**src/rtl/issue_scoreboard_pkg.sv**
```systemverilog
// Shared constants for the issue stage: function types, unit one-hot positions,
// FSM encoding and register index width.
package issue_scoreboard_pkg;

  localparam int REG_W         = 5;
  localparam int NUM_ARCH_REGS = 32;

  localparam logic [1:0] FT_NOP    = 2'd0;
  localparam logic [1:0] FT_ARITH  = 2'd1;
  localparam logic [1:0] FT_LDST   = 2'd2;
  localparam logic [1:0] FT_BRANCH = 2'd3;

  localparam int U_ARITH  = 0;
  localparam int U_LDST   = 1;
  localparam int U_BRANCH = 2;

  typedef enum logic [1:0] {
    ST_EMPTY       = 2'd0,
    ST_HOLD        = 2'd1,
    ST_BRANCH_WAIT = 2'd2
  } state_t;

endpackage

```
**src/rtl/issue_scoreboard_if.sv**
```systemverilog
// Decode-side, execution-unit-side, writeback and status signals of the issue stage.
// The slave modport is the issue stage's view; master is the surrounding pipeline.
interface issue_scoreboard_if
  import issue_scoreboard_pkg::*;
#(
  parameter int CNT_W = 16
);
  logic             enable_i;
  logic [6:0]       opcode_i;
  logic [1:0]       functionType_i;
  logic [REG_W-1:0] primOperand_i;
  logic [15:0]      secOperand_i;
  logic             pRead_i;
  logic             pWrite_i;
  logic             sRead_i;
  logic             stall_o;
  logic [2:0]       unitValid_o;
  logic [2:0]       unitReady_i;
  logic [6:0]       opcode_o;
  logic [REG_W-1:0] primOperand_o;
  logic [15:0]      secOperand_o;
  logic             pRead_o;
  logic             pWrite_o;
  logic             sRead_o;
  logic             wbEnable_i;
  logic [REG_W-1:0] wbReg_i;
  logic             branchResolved_i;
  logic             protocolError_o;
  logic [CNT_W-1:0] issuedCount_o;
  logic [CNT_W-1:0] stallCycles_o;

  modport slave (
    input  enable_i, opcode_i, functionType_i, primOperand_i, secOperand_i,
    input  pRead_i, pWrite_i, sRead_i, unitReady_i,
    input  wbEnable_i, wbReg_i, branchResolved_i,
    output stall_o, unitValid_o, opcode_o, primOperand_o, secOperand_o,
    output pRead_o, pWrite_o, sRead_o, protocolError_o, issuedCount_o, stallCycles_o
  );

  modport master (
    output enable_i, opcode_i, functionType_i, primOperand_i, secOperand_i,
    output pRead_i, pWrite_i, sRead_i, unitReady_i,
    output wbEnable_i, wbReg_i, branchResolved_i,
    input  stall_o, unitValid_o, opcode_o, primOperand_o, secOperand_o,
    input  pRead_o, pWrite_o, sRead_o, protocolError_o, issuedCount_o, stallCycles_o
  );

endinterface

```
**src/rtl/issue_scoreboard_reg_scoreboard.sv**
```systemverilog
// Busy-register vector: one-cycle update, set beats clear on the same index,
// two combinational lookups of the registered vector; never stalls.
module issue_scoreboard_reg_scoreboard #(
  parameter int NUM_REGS = 32,
  parameter int IDX_W    = $clog2(NUM_REGS)
) (
  input  logic             clk,
  input  logic             rst,
  input  logic             set_en,
  input  logic [IDX_W-1:0] set_idx,
  input  logic             clr_en,
  input  logic [IDX_W-1:0] clr_idx,
  input  logic [IDX_W-1:0] idx_a,
  output logic             busy_a,
  input  logic [IDX_W-1:0] idx_b,
  output logic             busy_b
);

  logic [NUM_REGS-1:0] busy_q;
  logic [NUM_REGS-1:0] set_mask;
  logic [NUM_REGS-1:0] clr_mask;

  always_comb begin
    set_mask = '0;
    clr_mask = '0;
    if (set_en) set_mask[set_idx] = 1'b1;
    if (clr_en) clr_mask[clr_idx] = 1'b1;
  end

  always_ff @(posedge clk) begin
    if (rst) busy_q <= '0;
    else     busy_q <= (busy_q & ~clr_mask) | set_mask;
  end

  // Lookups see only the registered state: a writeback unblocks a reader one cycle later.
  assign busy_a = busy_q[idx_a];
  assign busy_b = busy_q[idx_b];

endmodule

```
**src/rtl/issue_scoreboard.sv**
```systemverilog
// Single-entry issue register with RAW scoreboard; issue fires in the cycle after accept
// at the earliest, stall_o holds decode while the entry is blocked or a branch is unresolved.
module issue_scoreboard
  import issue_scoreboard_pkg::*;
#(
  parameter int NUM_REGS = NUM_ARCH_REGS,
  parameter int CNT_W    = 16
) (
  input  logic                clock_i,
  input  logic                reset_i,
  issue_scoreboard_if.slave   bus
);

  state_t           state, state_n;
  logic [6:0]       opcode_q;
  logic [1:0]       ftype_q;
  logic [REG_W-1:0] prim_q;
  logic [15:0]      sec_q;
  logic             pread_q, pwrite_q, sread_q;
  logic             proto_err_q;
  logic [CNT_W-1:0] issued_q, stall_cnt_q;

  logic             prim_busy, sec_busy, hazard;
  logic [2:0]       unit_valid;
  logic             fire, stall, accept, load;

  issue_scoreboard_reg_scoreboard #(.NUM_REGS(NUM_REGS), .IDX_W(REG_W)) u_sb (
    .clk     (clock_i),
    .rst     (reset_i),
    .set_en  (fire & pwrite_q),
    .set_idx (prim_q),
    .clr_en  (bus.wbEnable_i),
    .clr_idx (bus.wbReg_i),
    .idx_a   (prim_q),
    .busy_a  (prim_busy),
    .idx_b   (sec_q[REG_W-1:0]),
    .busy_b  (sec_busy)
  );

  always_comb begin
    hazard     = ((pread_q | pwrite_q) & prim_busy) | (sread_q & sec_busy);
    unit_valid = '0;
    if (state == ST_HOLD && !hazard) begin
      case (ftype_q)
        FT_ARITH:  unit_valid[U_ARITH]  = 1'b1;
        FT_LDST:   unit_valid[U_LDST]   = 1'b1;
        FT_BRANCH: unit_valid[U_BRANCH] = 1'b1;
        default:   ;
      endcase
    end
    fire   = |(unit_valid & bus.unitReady_i);
    stall  = (state == ST_HOLD && !fire) || (state == ST_BRANCH_WAIT);
    accept = bus.enable_i && !stall && (bus.functionType_i != FT_NOP);

    state_n = state;
    load    = 1'b0;
    case (state)
      ST_EMPTY: begin
        if (accept) begin
          state_n = ST_HOLD;
          load    = 1'b1;
        end
      end
      ST_HOLD: begin
        // A firing branch wins over an instruction offered in the same cycle.
        if (fire) begin
          if (ftype_q == FT_BRANCH) state_n = ST_BRANCH_WAIT;
          else if (accept)          load    = 1'b1;
          else                      state_n = ST_EMPTY;
        end
      end
      ST_BRANCH_WAIT: begin
        if (bus.branchResolved_i) state_n = ST_EMPTY;
      end
      default: state_n = ST_EMPTY;
    endcase
  end

  always_ff @(posedge clock_i) begin
    if (reset_i) begin
      state       <= ST_EMPTY;
      opcode_q    <= '0;
      ftype_q     <= FT_NOP;
      prim_q      <= '0;
      sec_q       <= '0;
      pread_q     <= 1'b0;
      pwrite_q    <= 1'b0;
      sread_q     <= 1'b0;
      proto_err_q <= 1'b0;
      issued_q    <= '0;
      stall_cnt_q <= '0;
    end else begin
      state <= state_n;
      if (load) begin
        opcode_q <= bus.opcode_i;
        ftype_q  <= bus.functionType_i;
        prim_q   <= bus.primOperand_i;
        sec_q    <= bus.secOperand_i;
        pread_q  <= bus.pRead_i;
        pwrite_q <= bus.pWrite_i;
        sread_q  <= bus.sRead_i;
      end
      if (bus.enable_i && stall) proto_err_q <= 1'b1;
      if (fire) issued_q <= issued_q + CNT_W'(1);
      if (stall && stall_cnt_q != {CNT_W{1'b1}}) stall_cnt_q <= stall_cnt_q + CNT_W'(1);
    end
  end

  assign bus.stall_o         = stall;
  assign bus.unitValid_o     = unit_valid;
  assign bus.opcode_o        = opcode_q;
  assign bus.primOperand_o   = prim_q;
  assign bus.secOperand_o    = sec_q;
  assign bus.pRead_o         = pread_q;
  assign bus.pWrite_o        = pwrite_q;
  assign bus.sRead_o         = sread_q;
  assign bus.protocolError_o = proto_err_q;
  assign bus.issuedCount_o   = issued_q;
  assign bus.stallCycles_o   = stall_cnt_q;

endmodule

```
**src/flat_wrapper.sv**
```systemverilog
// flat-port wrapper written by rule: the top's interface ports become plain ports
module issue_scoreboard_flat import issue_scoreboard_pkg::*;
#(
  parameter int NUM_REGS = NUM_ARCH_REGS,
  parameter int CNT_W    = 16
)
  (clock_i, reset_i, bus_enable_i, bus_opcode_i, bus_functionType_i, bus_primOperand_i, bus_secOperand_i, bus_pRead_i, bus_pWrite_i, bus_sRead_i, bus_unitReady_i, bus_wbEnable_i, bus_wbReg_i, bus_branchResolved_i, bus_stall_o, bus_unitValid_o, bus_opcode_o, bus_primOperand_o, bus_secOperand_o, bus_pRead_o, bus_pWrite_o, bus_sRead_o, bus_protocolError_o, bus_issuedCount_o, bus_stallCycles_o);
  issue_scoreboard_if #(.CNT_W(CNT_W)) bus_i ();
  input  logic clock_i;
  input  logic reset_i;
  input wire logic [$bits(bus_i.enable_i)-1:0] bus_enable_i;
  input wire logic [$bits(bus_i.opcode_i)-1:0] bus_opcode_i;
  input wire logic [$bits(bus_i.functionType_i)-1:0] bus_functionType_i;
  input wire logic [$bits(bus_i.primOperand_i)-1:0] bus_primOperand_i;
  input wire logic [$bits(bus_i.secOperand_i)-1:0] bus_secOperand_i;
  input wire logic [$bits(bus_i.pRead_i)-1:0] bus_pRead_i;
  input wire logic [$bits(bus_i.pWrite_i)-1:0] bus_pWrite_i;
  input wire logic [$bits(bus_i.sRead_i)-1:0] bus_sRead_i;
  input wire logic [$bits(bus_i.unitReady_i)-1:0] bus_unitReady_i;
  input wire logic [$bits(bus_i.wbEnable_i)-1:0] bus_wbEnable_i;
  input wire logic [$bits(bus_i.wbReg_i)-1:0] bus_wbReg_i;
  input wire logic [$bits(bus_i.branchResolved_i)-1:0] bus_branchResolved_i;
  output wire logic [$bits(bus_i.stall_o)-1:0] bus_stall_o;
  output wire logic [$bits(bus_i.unitValid_o)-1:0] bus_unitValid_o;
  output wire logic [$bits(bus_i.opcode_o)-1:0] bus_opcode_o;
  output wire logic [$bits(bus_i.primOperand_o)-1:0] bus_primOperand_o;
  output wire logic [$bits(bus_i.secOperand_o)-1:0] bus_secOperand_o;
  output wire logic [$bits(bus_i.pRead_o)-1:0] bus_pRead_o;
  output wire logic [$bits(bus_i.pWrite_o)-1:0] bus_pWrite_o;
  output wire logic [$bits(bus_i.sRead_o)-1:0] bus_sRead_o;
  output wire logic [$bits(bus_i.protocolError_o)-1:0] bus_protocolError_o;
  output wire logic [$bits(bus_i.issuedCount_o)-1:0] bus_issuedCount_o;
  output wire logic [$bits(bus_i.stallCycles_o)-1:0] bus_stallCycles_o;
  assign bus_i.enable_i = bus_enable_i;
  assign bus_i.opcode_i = bus_opcode_i;
  assign bus_i.functionType_i = bus_functionType_i;
  assign bus_i.primOperand_i = bus_primOperand_i;
  assign bus_i.secOperand_i = bus_secOperand_i;
  assign bus_i.pRead_i = bus_pRead_i;
  assign bus_i.pWrite_i = bus_pWrite_i;
  assign bus_i.sRead_i = bus_sRead_i;
  assign bus_i.unitReady_i = bus_unitReady_i;
  assign bus_i.wbEnable_i = bus_wbEnable_i;
  assign bus_i.wbReg_i = bus_wbReg_i;
  assign bus_i.branchResolved_i = bus_branchResolved_i;
  assign bus_stall_o = bus_i.stall_o;
  assign bus_unitValid_o = bus_i.unitValid_o;
  assign bus_opcode_o = bus_i.opcode_o;
  assign bus_primOperand_o = bus_i.primOperand_o;
  assign bus_secOperand_o = bus_i.secOperand_o;
  assign bus_pRead_o = bus_i.pRead_o;
  assign bus_pWrite_o = bus_i.pWrite_o;
  assign bus_sRead_o = bus_i.sRead_o;
  assign bus_protocolError_o = bus_i.protocolError_o;
  assign bus_issuedCount_o = bus_i.issuedCount_o;
  assign bus_stallCycles_o = bus_i.stallCycles_o;
  issue_scoreboard #(.NUM_REGS(NUM_REGS), .CNT_W(CNT_W)) u_core (.clock_i(clock_i), .reset_i(reset_i), .bus(bus_i));
endmodule
```
**config.mk**
```make
export PLATFORM = sky130hd
export DESIGN_NAME = issue_scoreboard_flat
export DESIGN_NICKNAME = d
export VERILOG_FILES = /design/src/rtl/issue_scoreboard_pkg.sv /design/src/rtl/issue_scoreboard_if.sv /design/src/rtl/issue_scoreboard_reg_scoreboard.sv /design/src/rtl/issue_scoreboard.sv /design/src/flat_wrapper.sv
export SDC_FILE = /design/constraint.sdc
export NUM_CORES = 1
export LEC_CHECK = 0
export BUFFER_PORTS_ARGS = -buffer_cell sky130_fd_sc_hd__buf_2
export CORE_MARGIN = 1.5
export CORE_UTILIZATION = 55
export DETAILED_ROUTE_END_ITERATION = 6
export GPL_TIMING_DRIVEN = 0
export MAX_ROUTING_LAYER = met4
export PLACE_DENSITY = 0.78
export RECOVER_POWER = 50
export SLEW_MARGIN = 5
export SYNTH_ARGS = -nofsm -noshare
export SYNTH_HDL_FRONTEND = slang
export SYNTH_SLANG_ARGS = --single-unit
```
**constraint.sdc**
```tcl
create_clock -name clock_i -period 3.13 [get_ports clock_i]
set_input_delay 0.1565 -clock clock_i [delete_from_list [all_inputs] [get_ports clock_i]]
set_output_delay 0.1565 -clock clock_i [all_outputs]
set_load 0.01 [all_outputs]
```
**Word level (Yosys, flattened, before mapping)**

Index checks and enable logic that the tools add are counted.

- Register bits: 100
- Bits of input ports: 46
- Output and inout port bits: 68
- Logic and storage cells: 78

- $add $sub $neg: 2
- $lt $le $gt $ge: 5
- Eq/ne operators: 10
- Muxes and demuxes: 24
- Bitwise gates (word level): 9
- Reductions and logical operators: 16

Operator list:

| kind | count |
|---|---|
| $mux 32 | 2 |
| $add 16x1->16 const B | 2 |
| $and 32x32->32 | 1 |
| $not 32->32 | 1 |
| $or 32x32->32 | 1 |
| $lt 5x6->1 const B | 3 |
| $ne 16x16->1 const B | 1 |
| $bmux 1 s5 | 2 |
| $demux 1 s5 | 2 |
| $ge 5x1->1 const B | 2 |
| $mux 1 | 10 |
| $mux 2 | 5 |
| $logic_and 1x1->1 | 8 |
| $eq 2x2->1 const B | 3 |
| $pmux 2 s3 | 1 |
| $eq 2x1->1 const B | 2 |
| $ne 2x1->1 const B | 2 |
| $reduce_and 4->1 | 1 |
| $and 1x1->1 | 3 |
| $and 3x3->3 | 1 |
| $logic_not 1->1 | 3 |
| $mux 3 | 1 |
| $ne 3x3->1 const B | 1 |
| $reduce_or 3->1 | 1 |
| 6 further kinds | 7 |

**Longest topological paths before layout**

Gate-level depths: netlist (run 1).

- Depth in word-level cells: 19
- Depth in mapped cells: 10

**Modules after synthesis**

A second synthesis (run 1) with hierarchy kept.

- Cells, all modules: 607
- Area, all modules: 5003.5 um^2

By module, submodules not included:

| module | times used | cells an instance | area each (um^2) | seq. area each (um^2) |
|---|---|---|---|---|
| issue_scoreboard | 1 | 364 | 3066.7 | 1361.3 |
| issue_scoreboard_reg_scoreboard | 1 | 243 | 1936.9 | 640.6 |

**Worst setup path after synthesis (run 1)**

No wires, ideal clock.

- Path type: register to register
- From: reg u_core.prim_q[0] (netlist: u_core.bus.primOperand_o[0])
- To: reg u_core.pwrite_q (netlist: u_core.bus.pWrite_o)
- Library setup time: 123 ps
- Arrival: 2616 ps
- Data required time: 3007 ps
- Path slack: 391 ps
- Stages on the path, launching flop included: 9
- Clock period less this slack: 2739 ps
- Cells stage by stage: dfxtp_1 buf_2 mux4_2 a32o_1 a21oi_2 a31oi_4 or3_4 a21oi_4 mux2_1

- Word-level cells in the longest chain between the ends: 19

RTL lines:

| item | line | text |
|---|---|---|
| start, declared | issue_scoreboard.sv:17 | `logic [REG_W-1:0] prim_q;` |
| start signal, assigned | issue_scoreboard.sv:97 | `prim_q <= bus.primOperand_i;` |
| $bmux 1 s5 (*) | issue_scoreboard_reg_scoreboard.sv:36 | `assign busy_a = busy_q[idx_a];` |
| $mux 1 (not written as such) (*) | issue_scoreboard_reg_scoreboard.sv:36 |  |
| $and 1x1->1 (*) | issue_scoreboard.sv:41 | `hazard = ((pread_q \| pwrite_q) & prim_busy) \| (sread_q & sec_busy);` |
| $or 1x1->1 (*) | issue_scoreboard.sv:41 |  |
| $logic_not 1->1 (*) | issue_scoreboard.sv:43 | `if (state == ST_HOLD && !hazard) begin` |
| $logic_and 1x1->1 (*) | issue_scoreboard.sv:43 |  |
| $mux 3 (*) | issue_scoreboard.sv:43 |  |
| $and 3x3->3 (*) | issue_scoreboard.sv:51 | `fire = \|(unit_valid & bus.unitReady_i);` |
| [... 2 more ...] | - |  |
| $logic_and 1x1->1 | issue_scoreboard.sv:52 | `stall = (state == ST_HOLD && !fire) \|\| (state == ST_BRANCH_WAIT);` |
| $logic_or 1x1->1 | issue_scoreboard.sv:52 |  |
| $logic_not 1->1 | issue_scoreboard.sv:53 | `accept = bus.enable_i && !stall && (bus.functionType_i != FT_NOP);` |
| $logic_and 1x1->1 (2 in series) | issue_scoreboard.sv:53 |  |
| $mux 1 | issue_scoreboard.sv:59, issue_scoreboard.sv:68 |  |
| $mux 1 | issue_scoreboard.sv:67 | `if (ftype_q == FT_BRANCH) state_n = ST_BRANCH_WAIT;` |
| $mux 1 | issue_scoreboard.sv:66 | `if (fire) begin` |
| $pmux 1 s2 (*) | issue_scoreboard.sv:57 | `case (state)` |
| end signal, assigned | issue_scoreboard.sv:100 | `pwrite_q <= bus.pWrite_i;` |
| end, declared | issue_scoreboard.sv:19 | `logic pread_q, pwrite_q, sread_q;` |

Mark *: on every way between the ends. The rest lies on a longest branch, timed or not. The select of a mux whose other input is x is not followed.
A chain may end at the register's enable or synchronous reset.

**Worst setup path in the final report (run 1)**

- From: reg u_core.sec_q[1] (netlist: u_core.bus.secOperand_o[1])
- To: out bus_unitValid_o[0]

- Word-level cells in the longest chain between the ends: 7

RTL lines:

| item | line | text |
|---|---|---|
| start, declared | issue_scoreboard.sv:18 | `logic [15:0] sec_q;` |
| start signal, assigned | issue_scoreboard.sv:98 | `sec_q <= bus.secOperand_i;` |
| $bmux 1 s5 | issue_scoreboard_reg_scoreboard.sv:37 | `assign busy_b = busy_q[idx_b];` |
| $mux 1 (not written as such) | issue_scoreboard_reg_scoreboard.sv:37 |  |
| $and 1x1->1 | issue_scoreboard.sv:41 |  |
| $or 1x1->1 | issue_scoreboard.sv:41 |  |
| $logic_not 1->1 | issue_scoreboard.sv:43 |  |
| $logic_and 1x1->1 | issue_scoreboard.sv:43 |  |
| $mux 3 | issue_scoreboard.sv:43 |  |
| end, declared | flat_wrapper.sv:24 | `output wire logic [$bits(bus_i.unitValid_o)-1:0] bus_unitValid_o;` |

Every way passes these cells. The select of a mux whose other input is x is not followed.

==> results of run 1 <==
-- registers in the layout (all words and copies together) (netlist names) --
| register | count |
|---|---|
| u_core.bus.issuedCount_o | 16 |
| u_core.bus.opcode_o | 7 |
| u_core.bus.pRead_o | 1 |
| u_core.bus.pWrite_o | 1 |
| u_core.bus.primOperand_o | 5 |
| u_core.bus.protocolError_o | 1 |
| u_core.bus.sRead_o | 1 |
| u_core.bus.secOperand_o | 16 |
| u_core.bus.stallCycles_o | 16 |
| u_core.ftype_q | 2 |
| u_core.state | 2 |
| u_core.u_sb.busy_q | 32 |
-- layout make-up --
class	count	share of cell area, %
repair buffers	122	8.891
clock inverters	5	1.694
clock buffers	10	1.963
flip-flops and latches	100	30.79
well taps	133	2.560
inverters	8	0.4619
multi-input cells	449	50.04
plain buffers	39	3.599
-- Yosys cell counts (2+ instances only) --
master    instances
o21ai_0          39
xnor2_1           3
or4_1             3
o31ai_1          28
nor4_1            7
and4_1            3
nor3_1            5
nand2_1          32
a21o_1            2
nor3b_1           6
buf_6             5
mux2_1            6
inv_1             8
dfxtp_1         100
nor2_1           24
nand3_1          13
o22ai_1           3
a31o_2            3
nor2b_1          32
o221ai_1          3
mux2i_1          48
nand2b_1         67
a21oi_1          18
nand3b_1         25
mux2_2           10
or3_1             9
clkbuf_1         26
ha_1              2
o21ai_1           2
or3b_2            2
nand4_1          11
and3_1           11
or3b_1            2
buf_2             6
mux4_2            9
-- cells by family (layout without fill, tap and decap cells) --
logic type | Yosys count | after routing | synth area share, %
adder cells (fa/ha/maj) | 2 | 2 | 0.4612
buffers and inverters | 47 | 184 | 4.151
multiplexers | 73 | 73 | 15.91
XOR/XNOR | 3 | 3 | 0.4844
flip-flops | 100 | 100 | 36.90
AO/OA/AOI/OAI | 109 | 109 | 13.10
AND/OR/NAND/NOR | 262 | 262 | 28.99
-- power breakdown --
| group | total, mW | leakage (nW) | internal (mW) | switching (mW) |
|---|---|---|---|---|
| Sequential | 1.33 | 0.811 | 1.31 | 0.0247 |
| Combinational | 0.404 | 1.37 | 0.172 | 0.232 |
| Clock | 0.998 | 0.118 | 0.534 | 0.464 |
| Total | 2.73 | 2.30 | 2.01 | 0.720 |
-- what timing repair did --
item                                    4_1_cts  5_1_grt
hold buffers                                  0        0
resized for setup                            12       14
endpoints found under the setup margin        4       76
setup buffers                                 0        9
gates cloned                                  0        1
pin swaps                                     1        3
-- layer usage --
metal	vias up	track usage (%)	part of all wire, %
met5	-	-	0
met4	0	7.060	1.4
met3	25	4.720	7.1
met2	215	46.97	49
met1	2449	37.36	42
li1	2419	-	-
-- critical path: stages, from the launching register on --
cell and delay (ps):
dfxtp_1 360, buf_6 170, mux4_2 500, mux2i_1 230, nand3b_1 100, and4_1 230
buf_6 160, or3_1 420, nor3_2 130, buf_2 150
-- worst paths after layout --
path                                            startpoint                                   endpoint  slack, ps  depth (start not counted)
setup / recovery   u_core.bus.secOperand_o[1]$_SDFFE_PP0P_                         bus_unitValid_o[0]        150                          9
hold / removal                             bus_opcode_i[3]        u_core.bus.opcode_o[3]$_SDFFE_PP0P_         30                          3
setup reg to reg  u_core.bus.primOperand_o[3]$_SDFFE_PP0P_  u_core.bus.stallCycles_o[15]$_SDFFE_PP0P_        150                         10
hold reg to reg   u_core.bus.secOperand_o[10]$_SDFFE_PP0P_   u_core.bus.secOperand_o[10]$_SDFFE_PP0P_        480                          2
-- stage by stage --
| step | instances | power, mW |
|---|---|---|
| 2_1_floorplan | 596 | 1.590 |
| 3_3_place_gp | 841 | 1.712 |
| 3_5_place_dp | 841 | 1.725 |
| 4_1_cts | 856 | 2.712 |
| 5_1_grt | 866 | 2.825 |
| 6_report | 866 | 2.732 |
==> out/metrics.yaml, run 1 <==
synthesis:
  syn_area_per_cell_um2: 9.103
  synth_nets: 644
  yosys_warnings: 0
  synth_edf_count: 0
  synth_seq_area_share_pct: 36.90
  synthFlopType: "dfxtp_1"
  netlist_area_um2: 5425
  synthCells: 596
  yosys.area.top_type: "dfxtp_1"
  synth_cell_types: 58
  synth.top_cell.area_share_pct: 36.90
  yosys-top-cells-area: "dfxtp_1 (37%), mux2i_1 (8.9%), nand2b_1 (7.7%)"
  synth-seq-cells: 100
  synth-async-reset-ratio_pct: 0
sta:
  worst_slack_ps: 149.1
  whs_ps: 32.29
  setup_viol: 0
  finalCritPeriodShare_pct: 95.24
  skew_ps: 10.07
  slew_viol_final: 0
  slew_headroom_pct: 54.97
  min_period_ps: 2981
  rsz0062_at_grt: "no"
  worst_pin_slew_ps: 674.0
  max_freq_mhz: 335.5
  tns_ps: 0
  finalHoldViolations: 0
clock_network:
  clk_path_buf_depth: 2
  clockRootBuffer: "clkbuf_8"
  cts_buffers: 9
  htreeDepth: 3
  clkLatencyLatePin_ps: 370
  clkTransAtPathRegs_ps: 100
  clock-sinks: 100
  tritoncts: "done"
detailed_routing:
  routedWlPerCell_um: 17.13
  routed_wl_um: 14830
  drc_errors: 0
  num_vias: 5108
  viasPerCell: 5.898
  first_iter_violations: 363
  ant_nets: 0
  dr.pass1.iters: 5
global_routing:
  grt_max_degree: 17
  grt_first_pass_wirelength_um: 22920
  overflow: 0
  grt_pass1_vias: 4695
  antenna_found_initial: 0
  grt_usage_pct: 28.78
floorplanning:
  fp.dieH_um: 102.3
  boundaryPins: 114
  die_area_um2: 10470
  coreArea_um2: 9684
  die_x_um: 102.3
  core.rowCount: 36
  start_util_pct: 56.02
setup_path:
  path_max_fanout: 10
  worstSetupStartpointType: "register"
  cp.arrival_ps: 2820
  critPathKind: "register to primary output"
  cp.required_ps: 2970
  critPathCaptureType: "primary output"
placed_design:
  placed_area_um2: 6152
  gp_congestion: 0.8984
  place_hpwl_um: 10770
  io_buffers: 112
  place_ws_ps: 32.91
cells_and_area:
  utilization_pct: 67.13
  nets: 777
  n_antenna_cell: 0
  drive_above_1_share_pct: 17.33
  seqCellArea_um2: 2002
  final_common_cell: "dfxtp_1"
  n_fill_cell: 803
  fin_area_um2: 6501
  multi_input_area_um2: 3253
  syn_to_final_growth_pct: 19.83
  final_cell_mix: "dfxtp_1 (100), clkbuf_1 (89), nand2b_1 (67), buf_2 (51), mux2i_1 (47)"
power_and_ir_drop:
  powerDensity_nw_per_um2: 420.2
  leakage_nw: 2.299
  max-vdd-ir-drop_uv: 294.1
worst_hold_path:
  hp-class: "input port to register"
outcome:
  status: "finished clean"
run:
  max_cap_violations: 0
Power figures use the tool's default switching activity.
==> run 2, diff against run 1 <==
SETUP_SLACK_MARGIN = 0.5   (was default)
==> run 2 against run 1 <==
Compared with the run above: flip-flop and latch count stayed put; worst setup slack better by 14 ps; critical endpoint is now u_core.bus.pWrite_o$_SDFFE_PP0P_; first-iteration DRC count shrank 11%; clock skew rose by 9.0 ps; non-clock buffer count rose by 41; via count grew 11%; core utilization rose by 10 points; clock-buffer cell count increased by 1; final area increased by 16%; hold slack got worse by 4.8 ps; power increased by 0.30%; critical path type is now register to register.
==> out/metrics.yaml, run 2 (synthesis results as in run 1) <==
cells_and_area:
  top_register: "u_core.u_sb.busy_q"
  stdcell_count: 908
  n_fill_cell: 649
  seqCellArea_um2: 2002
  final_cell_mix: "dfxtp_1 (100), clkbuf_1 (82), nand2b_1 (67), buf_2 (55), mux2i_1 (41)"
  nets: 818
  multi_input_area_um2: 3802
  drive_above_1_share_pct: 30.84
  n_antenna_cell: 0
  syn_to_final_growth_pct: 38.56
  final_common_cell: "dfxtp_1"
  largest_reg_flops: 32
floorplanning:
  fp.dieH_um: 102.3
  boundaryPins: 114
  die_x_um: 102.3
  core.rowCount: 36
  start_util_pct: 56.02
  coreArea_um2: 9684
  die_area_um2: 10470
sta:
  skew_ps: 19.03
  slew_viol_final: 0
  finalCritPeriodShare_pct: 94.78
  tns_ps: 0
  slew_headroom_pct: 41.82
  min_period_ps: 2967
  max_freq_mhz: 337.1
  setup_viol: 0
  worst_pin_slew_ps: 872.7
  rsz0062_at_grt: "yes"
  finalHoldViolations: 0
global_routing:
  grt_first_pass_wirelength_um: 25430
  overflow: 0
  grt_pass1_vias: 5140
  grt_usage_pct: 32.02
  grt_max_degree: 17
  antenna_found_initial: 0
power_and_ir_drop:
  powerDensity_nw_per_um2: 364.5
  leakage_nw: 2.669
  p_comb_share_pct: 20.1
  p_int_mw: 1.932
  p_switching_mw: 0.8082
  max-vdd-ir-drop_uv: 221.9
  seqPwrFrac_pct: 48.6
  pwr-share-clk_pct: 31.3
  swShare_pct: 29.49
worst_hold_path:
  hold_depth: 3
  hp-class: "input port to register"
placed_design:
  gp_congestion: 0.9060
  place_hpwl_um: 10840
  dp_cells: 841
  io_buffers: 112
setup_path:
  path_buf_inv: 4
  worstSetupStartpointType: "register"
  cp_slowest_cell: "mux4_2"
  crit_cells: 11
  r2r_slack_ps: 160
  cp.arrival_ps: 3240
  path_max_fanout: 6
  crit_chain: "buf_8 > mux4_2 > mux2i_2 > nand3b_1 > and4_4 > buf_6 > or3_4 > a21oi_4 > buf_6 > buf_6 > mux2_4"
  cp_common_cell: "buf_6"
  critPathKind: "register to register"
  crit_family: "multiplexers"
  max_stage_delay_ps: 510
  reg2regPathDepth: 11
  cp.required_ps: 3410
  critPathCaptureType: "register"
detailed_routing:
  ant_nets: 0
  dr.pass1.iters: 6
  num_vias: 5655
  drc_errors: 0
  routed_wl_um: 18940
  first_iter_violations: 324
  routedWlPerCell_um: 20.86
  viasPerCell: 6.228
clock_network:
  clkTransAtPathRegs_ps: 120
  clkLatencyLatePin_ps: 370
  tritoncts: "done"
  clk_path_buf_depth: 2
  clock-sinks: 100
  hold_buffers: 0
  cts_buffers: 9
  clockRootBuffer: "clkbuf_8"
  htreeDepth: 3
outcome:
  status: "finished clean"
run:
  max_cap_violations: 0
run 2: path summary, 6_finish.rpt:
| check | from | to |
|---|---|---|
| hold / removal | bus_opcode_i[6] | u_core.bus.opcode_o[6]$_SDFFE_PP0P_ |
| setup / recovery | u_core.bus.secOperand_o[1]$_SDFFE_PP0P_ | u_core.bus.pWrite_o$_SDFFE_PP0P_ |
| hold reg to reg | u_core.bus.secOperand_o[9]$_SDFFE_PP0P_ | u_core.bus.secOperand_o[9]$_SDFFE_PP0P_ |
| setup reg to reg | u_core.bus.secOperand_o[1]$_SDFFE_PP0P_ | u_core.bus.pWrite_o$_SDFFE_PP0P_ |
run 2: repair_timing:
action	4_1_cts	5_1_grt
cloned	4	2
endpoints found under the setup margin	101	99
setup buffers	28	17
gates resized for setup	72	110
pin swaps	18	39
run 2: per-layer routing:
metal	GRT usage (%)	routed length, um	share of wire, %
met1	40.32	7421	39
met2	51.15	9454	50
met4	13.28	745	3.9
met5	-	0	0
met3	5.267	1315	6.9
run 2: through the flow:
step                area (um2)  utilization [%]  setup WS [ps]  hold slack, ps  power [mW]
floorplan                 5444                -          507.9           304.3       1.594
global placement          6171            63.72          106.1           415.6       1.718
detailed placement        6171            63.72          15.36           425.0       1.730
CTS                       6973            72.00          298.8           30.70       2.634
global route              7517            77.62          97.29           34.08       2.808
finish                    7517            77.62          163.3           27.48       2.740
run 2: layout make-up:
class / instances / area share (%)
multi-input cells: 449 / 50.58
flip-flops and latches: 100 / 26.63
repair buffers: 163 / 13.42
plain buffers: 39 / 4.211
well taps: 133 / 2.214
clock buffers: 11 / 1.748
clock inverters: 5 / 0.7989
inverters: 8 / 0.3995
run 2: power by group through the flow:
stage	logic, mW	registers [mW]	clock network [mW]
after global placement	0.363	1.36	0
after global routing	0.576	1.34	0.896
after floorplan	0.224	1.37	0
after CTS	0.459	1.33	0.845
after detailed placement	0.372	1.36	0
final	0.550	1.33	0.858
run 2: worst reg2reg max path, cell delays in order, from the launching register on:
cell,delay (ps)
dfxtp_1,380
buf_8,140
mux4_2,510
mux2i_2,230
nand3b_1,130
and4_4,230
buf_6,130
or3_4,400
a21oi_4,190
buf_6,150
buf_6,100
mux2_4,290
